--- config.mk ---
export PLATFORM = sky130hd
export DESIGN_NAME = dca_matrix_lsu_load
export DESIGN_NICKNAME = d
export VERILOG_FILES = /design/src/rtl/dca_matrix_lsu_load.sv
export SDC_FILE = /design/constraint.sdc
export NUM_CORES = 1
export LEC_CHECK = 0
export CELL_PAD_IN_SITES_DETAIL_PLACEMENT = 1
export CELL_PAD_IN_SITES_GLOBAL_PLACEMENT = 1
export CORE_MARGIN = 2
export CORE_UTILIZATION = 46
export CTS_BUF_LIST = sky130_fd_sc_hd__clkbuf_16
export DETAILED_ROUTE_END_ITERATION = 10
export PLACE_DENSITY = 0.87
export SLEW_MARGIN = 0
export SYNTH_ARGS = -nofsm -noshare
export SYNTH_HDL_FRONTEND = slang
export SYNTH_SLANG_ARGS = --single-unit
--- constraint.sdc ---
create_clock -name clk -period 6.3 [get_ports clk]
set_clock_uncertainty 0.15 [all_clocks]
set_input_delay 0.945 -clock clk [delete_from_list [all_inputs] [get_ports clk]]
set_output_delay 0.945 -clock clk [all_outputs]
set_load 0.005 [all_outputs]
--- src/rtl/dca_matrix_lsu_load.sv ---
// Load-side data mover: one LPIXM read request per transaction, read beats
// buffered in a small FIFO and streamed out with the burst's final beat tagged.
module dca_matrix_lsu_load #(
  parameter int BW_DATA       = 32,
  parameter int BW_ADDR       = 32,
  parameter int BW_ALEN       = 8,
  parameter int BW_LPI_BURDEN = 1,
  parameter int FIFO_DEPTH    = 4
) (
  input  logic                     clk,
  input  logic                     rstnn,
  input  logic                     clear,
  input  logic                     enable,
  input  logic [BW_LPI_BURDEN-1:0] burden,
  input  logic                     txn_valid,
  input  logic [BW_ADDR+2:0]       txn_bitaddr,
  input  logic [BW_ALEN-1:0]       txn_alen,
  input  logic                     txn_last,
  output logic                     txn_ready,
  output logic                     req_valid,
  input  logic                     req_ready,
  output logic [BW_ADDR-1:0]       req_addr,
  output logic [BW_ALEN-1:0]       req_alen,
  output logic [BW_LPI_BURDEN-1:0] req_burden,
  input  logic                     rsp_valid,
  output logic                     rsp_ready,
  input  logic [BW_DATA-1:0]       rsp_data,
  output logic                     out_valid,
  input  logic                     out_ready,
  output logic [BW_DATA-1:0]       out_data,
  output logic                     out_last,
  output logic                     busy,
  output logic                     done
);
  localparam int BW_OFS = $clog2(BW_DATA/8);
  localparam int AW     = $clog2(FIFO_DEPTH);
  localparam logic [BW_ADDR-1:0] ADDR_MASK = ~BW_ADDR'((64'd1 << BW_OFS) - 64'd1);

  typedef enum logic [2:0] {IDLE, REQ, DATA, FLUSH, DISCARD} state_t;

  state_t                   state_q, state_d;
  logic [BW_ALEN-1:0]       cnt_q, cnt_d, alen_q, alen_d;
  logic [BW_ADDR-1:0]       addr_q, addr_d;
  logic [BW_LPI_BURDEN-1:0] burden_q, burden_d;
  logic                     abort_q, abort_d;
  logic                     req_valid_q;

  logic [BW_DATA:0] mem_q [FIFO_DEPTH];
  logic [AW-1:0]    wp_q, rp_q;
  logic [AW:0]      fcnt_q;
  logic             empty, full, push, pop, beat;

  assign empty = (fcnt_q == '0);
  assign full  = (fcnt_q == (AW+1)'(FIFO_DEPTH));
  assign pop   = ~empty & out_ready;
  assign beat  = rsp_valid & rsp_ready;

  always_comb begin
    state_d   = state_q;
    cnt_d     = cnt_q;
    alen_d    = alen_q;
    addr_d    = addr_q;
    burden_d  = burden_q;
    abort_d   = abort_q;
    rsp_ready = 1'b0;
    txn_ready = 1'b0;
    done      = 1'b0;
    push      = 1'b0;
    case (state_q)
      IDLE: if (!clear && enable && txn_valid) begin
        if (txn_last) state_d = FLUSH;
        else begin
          addr_d   = txn_bitaddr[BW_ADDR+2:3] & ADDR_MASK;
          alen_d   = txn_alen;
          burden_d = burden;
          state_d  = REQ;
        end
      end
      REQ: begin
        // A request already on the bus is never retracted; an abort is
        // remembered and takes effect once the handshake completes.
        if (clear) abort_d = 1'b1;
        if (req_ready) begin
          cnt_d   = alen_q;
          abort_d = 1'b0;
          state_d = (clear || abort_q) ? DISCARD : DATA;
        end
      end
      DATA: begin
        rsp_ready = ~full;
        if (beat) begin
          cnt_d = cnt_q - BW_ALEN'(1);
          push  = ~clear;
          if (cnt_q == '0) begin
            txn_ready = ~clear;
            state_d   = IDLE;
          end
        end
        if (clear && !(beat && cnt_q == '0)) state_d = DISCARD;
      end
      FLUSH: begin
        if (clear) state_d = IDLE;
        else if (empty) begin
          txn_ready = 1'b1;
          done      = 1'b1;
          state_d   = IDLE;
        end
      end
      DISCARD: begin
        rsp_ready = 1'b1;
        if (rsp_valid) begin
          if (cnt_q == '0) state_d = IDLE;
          else cnt_d = cnt_q - BW_ALEN'(1);
        end
      end
      default: state_d = IDLE;
    endcase
  end

  always_ff @(posedge clk or negedge rstnn) begin
    if (!rstnn) begin
      state_q     <= IDLE;
      cnt_q       <= '0;
      alen_q      <= '0;
      addr_q      <= '0;
      burden_q    <= '0;
      abort_q     <= 1'b0;
      req_valid_q <= 1'b0;
    end else begin
      state_q     <= state_d;
      cnt_q       <= cnt_d;
      alen_q      <= alen_d;
      addr_q      <= addr_d;
      burden_q    <= burden_d;
      abort_q     <= abort_d;
      req_valid_q <= (state_d == REQ);
    end
  end

  // Fullness is sampled before the pop, so a full FIFO never accepts a beat
  // even when the head drains in the same cycle.
  always_ff @(posedge clk or negedge rstnn) begin
    if (!rstnn) begin
      wp_q   <= '0;
      rp_q   <= '0;
      fcnt_q <= '0;
    end else if (clear) begin
      wp_q   <= '0;
      rp_q   <= '0;
      fcnt_q <= '0;
    end else begin
      if (push) wp_q <= wp_q + AW'(1);
      if (pop)  rp_q <= rp_q + AW'(1);
      fcnt_q <= fcnt_q + (AW+1)'(push) - (AW+1)'(pop);
    end
  end

  always_ff @(posedge clk) begin
    if (push) mem_q[wp_q] <= {(cnt_q == '0), rsp_data};
  end

  assign out_valid  = ~empty;
  assign out_data   = out_valid ? mem_q[rp_q][BW_DATA-1:0] : '0;
  assign out_last   = out_valid & mem_q[rp_q][BW_DATA];
  assign req_valid  = req_valid_q;
  assign req_addr   = addr_q;
  assign req_alen   = alen_q;
  assign req_burden = burden_q;
  assign busy       = (state_q != IDLE) | ~empty;
endmodule

==> results of run 1 <==
[state kept, by name, indices dropped and copies added (netlist names)]
name	count
req_valid	1
wp_q	2
mem_q	132
abort_q	1
req_alen	8
state_q	3
cnt_q	8
rp_q	2
req_addr	30
fcnt_q	3
req_burden	1
[kinds of logic after synthesis]
kind of cell / share of synthesized area
compound gates: 0.03897
xor+xnor: 0.005591
fa+ha+maj: 0.01374
buf+inv: 0.01917
flops: 0.6945
mux: 0.1567
other cells: 0.0004787
simple gates: 0.07091
[routing by layer]
layer,share of wire,GRT usage,up-vias
li1,-,-,2040
met1,0.40,0.2515,2342
met2,0.53,0.3617,161
met3,0.056,0.05968,26
met4,0.015,0.06082,0
met5,0,0,-
[power by group]
part | internal [mW] | switching, mW | leakage (nW)
registers | 1.52 | 0.167 | 1.91
logic | 0.881 | 0.552 | 1.38
clock network | 0.550 | 0.472 | 0.263
total | 2.96 | 1.19 | 3.56
[worst min-delay path by stage]
stage / startpoint / endpoint / slack [ns] / depth (start not counted)
6_report: req_addr[15] / req_addr[15] / 0.36 / 1
5_1_grt: cnt_q[7] / cnt_q[7] / 0.37 / 1
4_1_cts: cnt_q[7] / cnt_q[7] / 0.36 / 1
3_5_place_dp: cnt_q[7] / cnt_q[7] / 0.34 / 1
3_3_place_gp: abort_q / abort_q / 0.33 / 2
2_1_floorplan: abort_q / abort_q / 0.31 / 2
[placed cells by master, fill, tap and decap left out, types with 4 or more instances in the layout]
| cell type | Yosys | final |
|---|---|---|
| clkdlybuf4s50_1 | 0 | 156 |
| and2_2 | 0 | 4 |
| inv_1 | 11 | 11 |
| clkbuf_16 | 0 | 17 |
| and2_1 | 39 | 35 |
| mux4_2 | 33 | 33 |
| nand2_1 | 9 | 9 |
| nor3_1 | 6 | 6 |
| ha_1 | 7 | 7 |
| edfxtp_1 | 132 | 132 |
| nor2_1 | 17 | 16 |
| nor2b_1 | 4 | 4 |
| dfrtp_1 | 59 | 58 |
| mux2_2 | 39 | 39 |
| o21ai_0 | 9 | 9 |
[layout make-up]
class | count | area, um^2
fillers | 1517 | 6471
flip-flops and latches | 191 | 5441
multi-input cells | 226 | 2260
repair buffers | 160 | 1589
clock buffers | 17 | 425.4
well taps | 220 | 275.3
clock inverters | 14 | 138.9
inverters | 11 | 41.29
[through the flow]
step	total power, mW	area, um^2	hold WS, ns
after floorplan	2.369	7838	0.3135
after global placement	3.085	9607	0.3297
after detailed placement	3.156	9607	0.3380
after CTS	4.192	10170	0.3608
after global routing	4.370	10170	0.3739
final	4.147	10170	0.3623
==> reports/metrics.cfg, run 1 <==
[timing]
finalHoldViolCount=0
rsz0062_at_grt=no
fmaxAchievable_mhz=236.5
slew_viol_final=0
worst_pin_slew_ns=1.094
min_period_over_period=0.6713
fin_setup_tns_ns=0
setup_viol_count_final=0
slew_headroom=0.2687
worst_slack_ns=2.071
fin_crit_ns=4.229

[setup_path]
crit_path_end_kind=output pin
worstPathRequired_ns=5.20
crit_chain=inv_1, ha_1, or4b_1, or3b_2, nor2_1, a21o_1, clkdlybuf4s50_1
r2r-start=fcnt_q[1]
crit_path_end=txn_ready
worstSetupPathType=reg -> out
cpPeakStageDelay_ns=0.64
r2r_cells=11
cp_num_buf_inv=2
path_max_fanout=6
startpoint_type=register
reg2reg_slack_ns=2.86
cp.depth=7
slowest_stage=or4b_1
crit_arrival_ns=3.13
timing.rr.end=fcnt_q[2]
cp_top_family=simple AND/OR/NAND/NOR gates
crit_path_start=cnt_q[0]

[synth]
synth-edff-count=132
post-synth-top-count-cell=edfxtp_1
yosys.area.top_type=edfxtp_1
yosysWarnings=0
synth_top_cells_by_area=edfxtp_1, dfrtp_1, mux4_2
synth_seq_cells=191
yosysSeqAreaShare=0.6945
netlist_instances=451
avgSynthCellArea_um2=17.37
synth_common_cells=edfxtp_1, dfrtp_1, and2_1, mux2_2, mux4_2
ys_types=53
synthesis.area_um2=7834
synth_top_area_share=0.5060
synth-async-reset-ratio=0.3089
synthFlopType=edfxtp_1

[detailed_routing]
drtIter0Drc=322
drc_errors=0
dr.pass1.iters=4
vias=4569
wl_per_cell_um=21.13
wl_um=17730
via_per_inst=5.446
detail-route-antenna-nets=0

[finish]
nets=700
fin_util=0.6112
layout-area-overhead-vs-synth_pct=29.84
drive_above_1_share=0.2003
n_antenna_cell=0
final_cells=839

[worst_hold_path]
hold_class=reg -> reg

[placed_design]
gp_congestion=0.8379
hpwl_um=11590
port_buffers=157
place_inst=808
dp_slack_ns=2.157

[die]
io_pins=165
die_w_um=134.5
core_um2=16640
chipHeight_um=134.5
dieArea_um2=18090
num_rows=47
start_util=0.4707

[cts]
clk_pin_slew_ns=0.07
postCtsResizedCells=0
cts.sinks=191
clockRootBuffer=clkbuf_16
cts_tree=built
cts_hold_buffers=0
post_cts_buffers=0
numCtsBuffers=17
clock_latency_ns=0.42
htree_levels=4
ctsLongestPathBuffers=2

[grt]
antenna_found_initial=0
grt_max_degree=60
grt_usage=0.2071
grt_pass1_vias=5200
grt_pass1_wl_um=28400
grt.overflow.total=0

[pwr]
p_leak_nw=3.557
vdd_drop_max_v=0.0002116
power.density_nw_per_um2=407.7

[run_status]
status=finished, final reports clean

[flow_run]
max_cap_viol_count=0

Note: power is estimated with default switching activity, not from simulation.
==> run 2: changes to the inputs <==
--- a/config.mk
+++ b/config.mk
@@ -8,10 +8,10 @@
 export CELL_PAD_IN_SITES_DETAIL_PLACEMENT = 1
 export CELL_PAD_IN_SITES_GLOBAL_PLACEMENT = 1
 export CORE_MARGIN = 2
-export CORE_UTILIZATION = 46
+export CORE_UTILIZATION = 43
 export CTS_BUF_LIST = sky130_fd_sc_hd__clkbuf_16
 export DETAILED_ROUTE_END_ITERATION = 10
-export PLACE_DENSITY = 0.87
+export PLACE_DENSITY = 0.82
 export SLEW_MARGIN = 0
 export SYNTH_ARGS = -nofsm -noshare
 export SYNTH_HDL_FRONTEND = slang
==> constraint.sdc (replaced) <==
create_clock -name clk -period 4.1 [get_ports clk]
set_clock_uncertainty 0.15 [all_clocks]
set_input_delay 0.615 -clock clk [delete_from_list [all_inputs] [get_ports clk]]
set_output_delay 0.615 -clock clk [all_outputs]
set_load 0.005 [all_outputs]
==> reports/metrics.cfg, run 2 (synthesis gave the netlist of run 1 again) <==
[run_status]
status=finished, final reports clean  ; unchanged

[finish]
largest_reg_flops=132  ; unchanged
final_cell_mix=clkdlybuf4s50_1, edfxtp_1, dfrtp_1, mux2_2, and2_1  ; unchanged
n_antenna_cell=0  ; unchanged
final_area_um2=10300  ; was 10,170 um^2
largest-register=mem_q  ; unchanged
layout-area-overhead-vs-synth_pct=31.46  ; was 29.84%
final_common_cell=clkdlybuf4s50_1  ; unchanged
nets=708  ; was 700
drive_above_1_share=0.2118  ; was 0.2003

[pwr]
p_leak_nw=3.612  ; was 3.557 nW
power.density_nw_per_um2=619.7  ; was 407.7 nW/um^2
vdd_drop_max_v=0.0003969  ; was 0.0002116 V

[cts]
cts.sinks=191  ; unchanged
post_cts_buffers=0  ; unchanged
cts_hold_buffers=0  ; unchanged
numCtsBuffers=17  ; unchanged
cts_tree=built  ; unchanged
clock_latency_ns=0.42  ; about the same
ctsLongestPathBuffers=2  ; unchanged
htree_levels=4  ; unchanged
clockRootBuffer=clkbuf_16  ; unchanged
postCtsResizedCells=0  ; unchanged
clk_pin_slew_ns=0.07  ; about the same

[timing]
slew_headroom=0.4611  ; was 0.2687
rsz0062_at_grt=no  ; unchanged
fin_setup_tns_ns=0  ; unchanged
fmaxAchievable_mhz=257.2
min_period_over_period=0.9485
setup_viol_count_final=0  ; unchanged
finalHoldViolCount=0  ; unchanged
slew_viol_final=0  ; unchanged
fin_crit_ns=3.889
worst_pin_slew_ns=0.7975  ; was 1.094 ns

[grt]
busiest_layer=met2  ; unchanged
met2_usage=0.3337  ; was 0.3617
grt_pass1_vias=5278  ; was 5,200
grt_pass1_wl_um=29010  ; was 28,400 um
grt_max_degree=38  ; was 60
grt.overflow.total=0  ; unchanged
grtUsageMet3=0.05836  ; was 0.05968
antenna_found_initial=0  ; unchanged
grt_use_met1=0.2414  ; was 0.2515
grt_usage=0.1929  ; was 0.2071

[die]
core_um2=17900  ; was 16,640 um^2
io_pins=165  ; unchanged
die_w_um=139.0  ; was 134.5 um
start_util=0.4376  ; was 0.4707
chipHeight_um=139.0  ; was 134.5 um
num_rows=49  ; was 47
dieArea_um2=19310  ; was 18,090 um^2

[placed_design]
gp_congestion=0.8351  ; was 0.8379
port_buffers=157  ; unchanged
place_area_um2=9741  ; was 9607 um^2
hpwl_um=12060  ; was 11,590 um

[setup_path]
slowest_stage=or4b_1  ; unchanged
worstSetupPathType=reg -> out  ; unchanged
cp_num_buf_inv=2  ; unchanged
path_max_fanout=6  ; unchanged
startpoint_type=register  ; unchanged
crit_path_end_kind=output pin  ; unchanged
worstPathRequired_ns=3.34  ; was 5.20 ns
crit_arrival_ns=3.12  ; was 3.13 ns
cp_top_family=simple AND/OR/NAND/NOR gates  ; unchanged
cpPeakStageDelay_ns=0.60  ; was 0.64 ns
crit_chain=inv_1, ha_1, or4b_1, or3b_2, nor2_1, a21o_1, clkdlybuf4s50_1  ; unchanged

[worst_hold_path]
hold_class=in -> async  ; was reg -> reg

[detailed_routing]
wl_um=17860  ; was 17,730 um
dr.pass1.iters=4  ; unchanged
detail-route-antenna-nets=0  ; unchanged
via_per_inst=5.302  ; was 5.446
drtIter0Drc=225  ; was 322
wl_per_cell_um=20.84  ; was 21.13 um
vias=4544  ; was 4,569
drc_errors=0  ; unchanged

[flow_run]
max_cap_viol_count=0  ; unchanged

-- run 2: power by group --
part | leakage [nW] | internal, mW | total (mW) | switching [mW]
Sequential | 1.91 | 2.34 | 2.56 | 0.215
Combinational | 1.44 | 1.38 | 2.28 | 0.894
Clock | 0.261 | 0.798 | 1.55 | 0.751
Total | 3.61 | 4.52 | 6.38 | 1.86
-- run 2: final timing paths --
check,start,endpoint,slack (ns),cells past startpoint
max in group asynchronous,rstnn,req_addr[5],2.89,2
hold / removal,rstnn,req_alen[2],0.03,1
setup / recovery,cnt_q[0],txn_ready,0.21,7
setup reg to reg,fcnt_q[1],fcnt_q[2],1.08,12
min in group clk,req_addr[16],req_addr[16],0.36,1
hold reg to reg,req_addr[16],req_addr[16],0.36,1
-- run 2: area by class of cell --
cell class	instances	area, um^2
Multi-Input combinational cell	226	2260
Fill cell	1656	7604
Inverter	11	41.29
Sequential cell	191	5441
Clock buffer	17	425.4
Tap cell	229	286.5
Timing Repair Buffer	168	1712
Clock inverter	15	132.6
-- run 2: metal layers --
metal	part of all wire	wire (um)	up-vias
met5	0	0	-
met1	0.41	7331	2336
met4	0.0090	161	0
met3	0.060	1069	13
li1	-	-	2059
met2	0.52	9296	136
-- run 2: metrics by stage --
stage / cells / total power [mW] / hold slack [ns] / utilization / setup WS [ns]
2_1_floorplan: 452 / 3.640 / 0.1694 / - / 1.399
3_3_place_gp: 825 / 4.785 / 0.3276 / 0.5441 / 0.7039
3_5_place_dp: 825 / 4.891 / 0.3433 / 0.5441 / 0.6763
4_1_cts: 857 / 6.467 / 0.03795 / 0.5753 / 0.1866
5_1_grt: 857 / 6.733 / 0.05098 / 0.5753 / 0.09594
6_report: 857 / 6.382 / 0.03395 / 0.5753 / 0.2113
-- run 2: worst register-to-register path, cell delays in order (launching register included) --
cell and delay (ns):
dfrtp_1 0.45, nor3_1 0.43, inv_1 0.08, buf_4 0.26, and2_1 0.26, ha_1 0.30
inv_1 0.06, ha_1 0.13, inv_1 0.04, fa_1 0.38, xor2_1 0.17, xnor2_1 0.14
nor2_1 0.06
==> run 3: changes to the inputs <==
--- a/config.mk
+++ b/config.mk
@@ -8,10 +8,12 @@
 export CELL_PAD_IN_SITES_DETAIL_PLACEMENT = 1
 export CELL_PAD_IN_SITES_GLOBAL_PLACEMENT = 1
 export CORE_MARGIN = 2
-export CORE_UTILIZATION = 43
+export CORE_UTILIZATION = 46
 export CTS_BUF_LIST = sky130_fd_sc_hd__clkbuf_16
 export DETAILED_ROUTE_END_ITERATION = 10
-export PLACE_DENSITY = 0.82
+export PLACE_DENSITY = 0.87
+export SETUP_SLACK_MARGIN = 0.5
+export SKIP_CTS_REPAIR_TIMING = 1
 export SLEW_MARGIN = 0
 export SYNTH_ARGS = -nofsm -noshare
 export SYNTH_HDL_FRONTEND = slang
==> constraint.sdc (replaced) <==
create_clock -name clk -period 4.6 [get_ports clk]
set_clock_uncertainty 0.15 [all_clocks]
set_input_delay 0.69 -clock clk [delete_from_list [all_inputs] [get_ports clk]]
set_output_delay 0.69 -clock clk [all_outputs]
set_load 0.005 [all_outputs]
==> reports/metrics.cfg, run 3 (synthesis gave the netlist of run 1 again) <==
[setup_path]
startpoint_type=register  ; unchanged
cp_num_buf_inv=2  ; unchanged
reg2reg_slack_ns=1.62  ; was 1.08 ns
crit_chain=inv_1, ha_1, or4b_4, or3b_2, nor2_1, a21o_1, clkdlybuf4s50_1  ; was inv_1, ha_1, or4b_1, or3b_2, nor2_1, a21o_1, clkdlybuf4s50_1
cpPeakStageDelay_ns=0.55  ; was 0.60 ns
timing.rr.end=fcnt_q[2]  ; unchanged
r2r-start=fcnt_q[1]  ; unchanged
path_max_fanout=6  ; unchanged
slowest_stage=or4b_4  ; was or4b_1
r2r_cells=11  ; was 12
crit_path_end_kind=output pin  ; unchanged
worstSetupPathType=reg -> out  ; unchanged
crit_arrival_ns=3.08  ; was 3.12 ns
worstPathRequired_ns=3.76  ; was 3.34 ns
cp_top_family=simple AND/OR/NAND/NOR gates  ; unchanged

[detailed_routing]
vias=4639  ; was 4,544
wl_um=18100  ; was 17,860 um
wl_met1_um=7133  ; was 7331 um
via_per_inst=5.503  ; was 5.302
drc_errors=0  ; unchanged
wl_per_cell_um=21.47  ; was 20.84 um
met2_length_um=9496  ; was 9296 um
drtIter0Drc=244  ; was 225
highest_layer=met4  ; unchanged
dr_wl_met3_um=1207  ; was 1069 um
dr.pass1.iters=5  ; was 4
detail-route-antenna-nets=0  ; unchanged

[pwr]
power.density_nw_per_um2=571.1  ; was 619.7 nW/um^2
vdd_drop_max_v=0.0003042  ; was 0.0003969 V
internal-power_mw=4.193  ; was 4.522 mW
pwr-share-comb=0.338  ; was 0.357
p_switching_mw=1.675  ; was 1.860 mW
swShare=0.2854  ; was 0.2915
p_clk_frac=0.266  ; was 0.243
p_leak_nw=3.624  ; was 3.612 nW
power.share.sequential=0.396  ; was 0.401

[cts]
cts.sinks=191  ; unchanged
clockRootBuffer=clkbuf_16  ; unchanged
htree_levels=4  ; unchanged
clk_pin_slew_ns=0.07  ; about the same
cts_tree=built  ; unchanged
clock_latency_ns=0.43  ; was 0.42 ns
ctsLongestPathBuffers=2  ; unchanged
numCtsBuffers=17  ; unchanged

[die]
num_rows=47  ; was 49
io_pins=165  ; unchanged
dieArea_um2=18090  ; was 19,310 um^2
chipHeight_um=134.5  ; was 139.0 um
start_util=0.4707  ; was 0.4376
die_w_um=134.5  ; was 139.0 um
core_um2=16640  ; was 17,900 um^2

[finish]
final_cell_mix=clkdlybuf4s50_1, edfxtp_1, dfrtp_1, mux2_2, and2_1  ; unchanged
fin_util=0.6173  ; was 0.5753
drive_above_1_share=0.2087  ; was 0.2118
largest_reg_flops=132  ; unchanged
largest-register=mem_q  ; unchanged
n_antenna_cell=0  ; unchanged
final_cells=843  ; was 857
nets=703  ; was 708
final_common_cell=clkdlybuf4s50_1  ; unchanged
layout-area-overhead-vs-synth_pct=31.15  ; was 31.46%

[grt]
grt.overflow.total=0  ; unchanged
grt_pass1_wl_um=28900  ; was 29,010 um
antenna_found_initial=0  ; unchanged
grt_pass1_vias=5316  ; was 5,278
grt_max_degree=60  ; was 38
grt_usage=0.2119  ; was 0.1929

[timing]
finalHoldViolCount=0  ; unchanged
rsz0062_at_grt=no  ; unchanged
fin_crit_ns=3.924
fin_setup_tns_ns=0  ; unchanged
fmaxAchievable_mhz=254.8
worst_pin_slew_ns=1.059  ; was 0.7975 ns
slew_viol_final=0  ; unchanged
slew_headroom=0.2924  ; was 0.4611
setup_viol_count_final=0  ; unchanged
min_period_over_period=0.8531

[placed_design]
hpwl_um=11920  ; was 12,060 um
port_buffers=157  ; unchanged
gp_congestion=0.8223  ; was 0.8351
place_inst=811  ; was 825

[worst_hold_path]
hold_class=in -> async  ; unchanged

[run_status]
status=finished, final reports clean  ; unchanged

[flow_run]
max_cap_viol_count=0  ; unchanged

==> run 3: worst max-delay path by stage <==
stage,end,from,slack (ns),cells past startpoint
finish,txn_ready,cnt_q[1],0.68,7
global route,txn_ready,cnt_q[1],0.57,7
CTS,txn_ready,cnt_q[1],0.58,7
detailed placement,fcnt_q[2],clear,0.90,12
global placement,fcnt_q[2],clear,0.98,12
floorplan,txn_ready,cnt_q[0],1.82,7
==> run 3: area by class of cell <==
type,count,area (um^2)
fillers,1510,6369
flip-flops and latches,191,5441
multi-input cells,226,2263
repair buffers,163,1624
clock buffers,17,425.4
well taps,220,275.3
clock inverters,15,202.7
inverters,11,41.29
==> run 3: layer usage <==
layer | GRT usage | up-vias
li1 | - | 2046
met1 | 0.2481 | 2389
met2 | 0.3781 | 180
met3 | 0.06044 | 24
met4 | 0.06784 | 0
met5 | 0 | -
==> run 3: per-stage QoR <==
step	total power, mW	instance area, um^2	hold WS [ns]	setup WS [ns]
finish	5.867	10270	0.2695	0.6756
detailed placement	4.334	9642	0.3442	0.8969
floorplan	3.244	7838	0.2444	1.824
global placement	4.247	9642	0.3303	0.9766
CTS	5.926	10270	0.2901	0.5758
global route	6.147	10270	0.3279	0.5733
==> run 3: power by group through the flow <==
stage | registers (mW) | clock network (mW) | logic, mW
finish | 2.32 | 1.56 | 1.98
global route | 2.37 | 1.64 | 2.14
CTS | 2.33 | 1.59 | 2.01
detailed placement | 2.35 | 0 | 1.98
global placement | 2.33 | 0 | 1.91
floorplan | 2.27 | 0 | 0.972
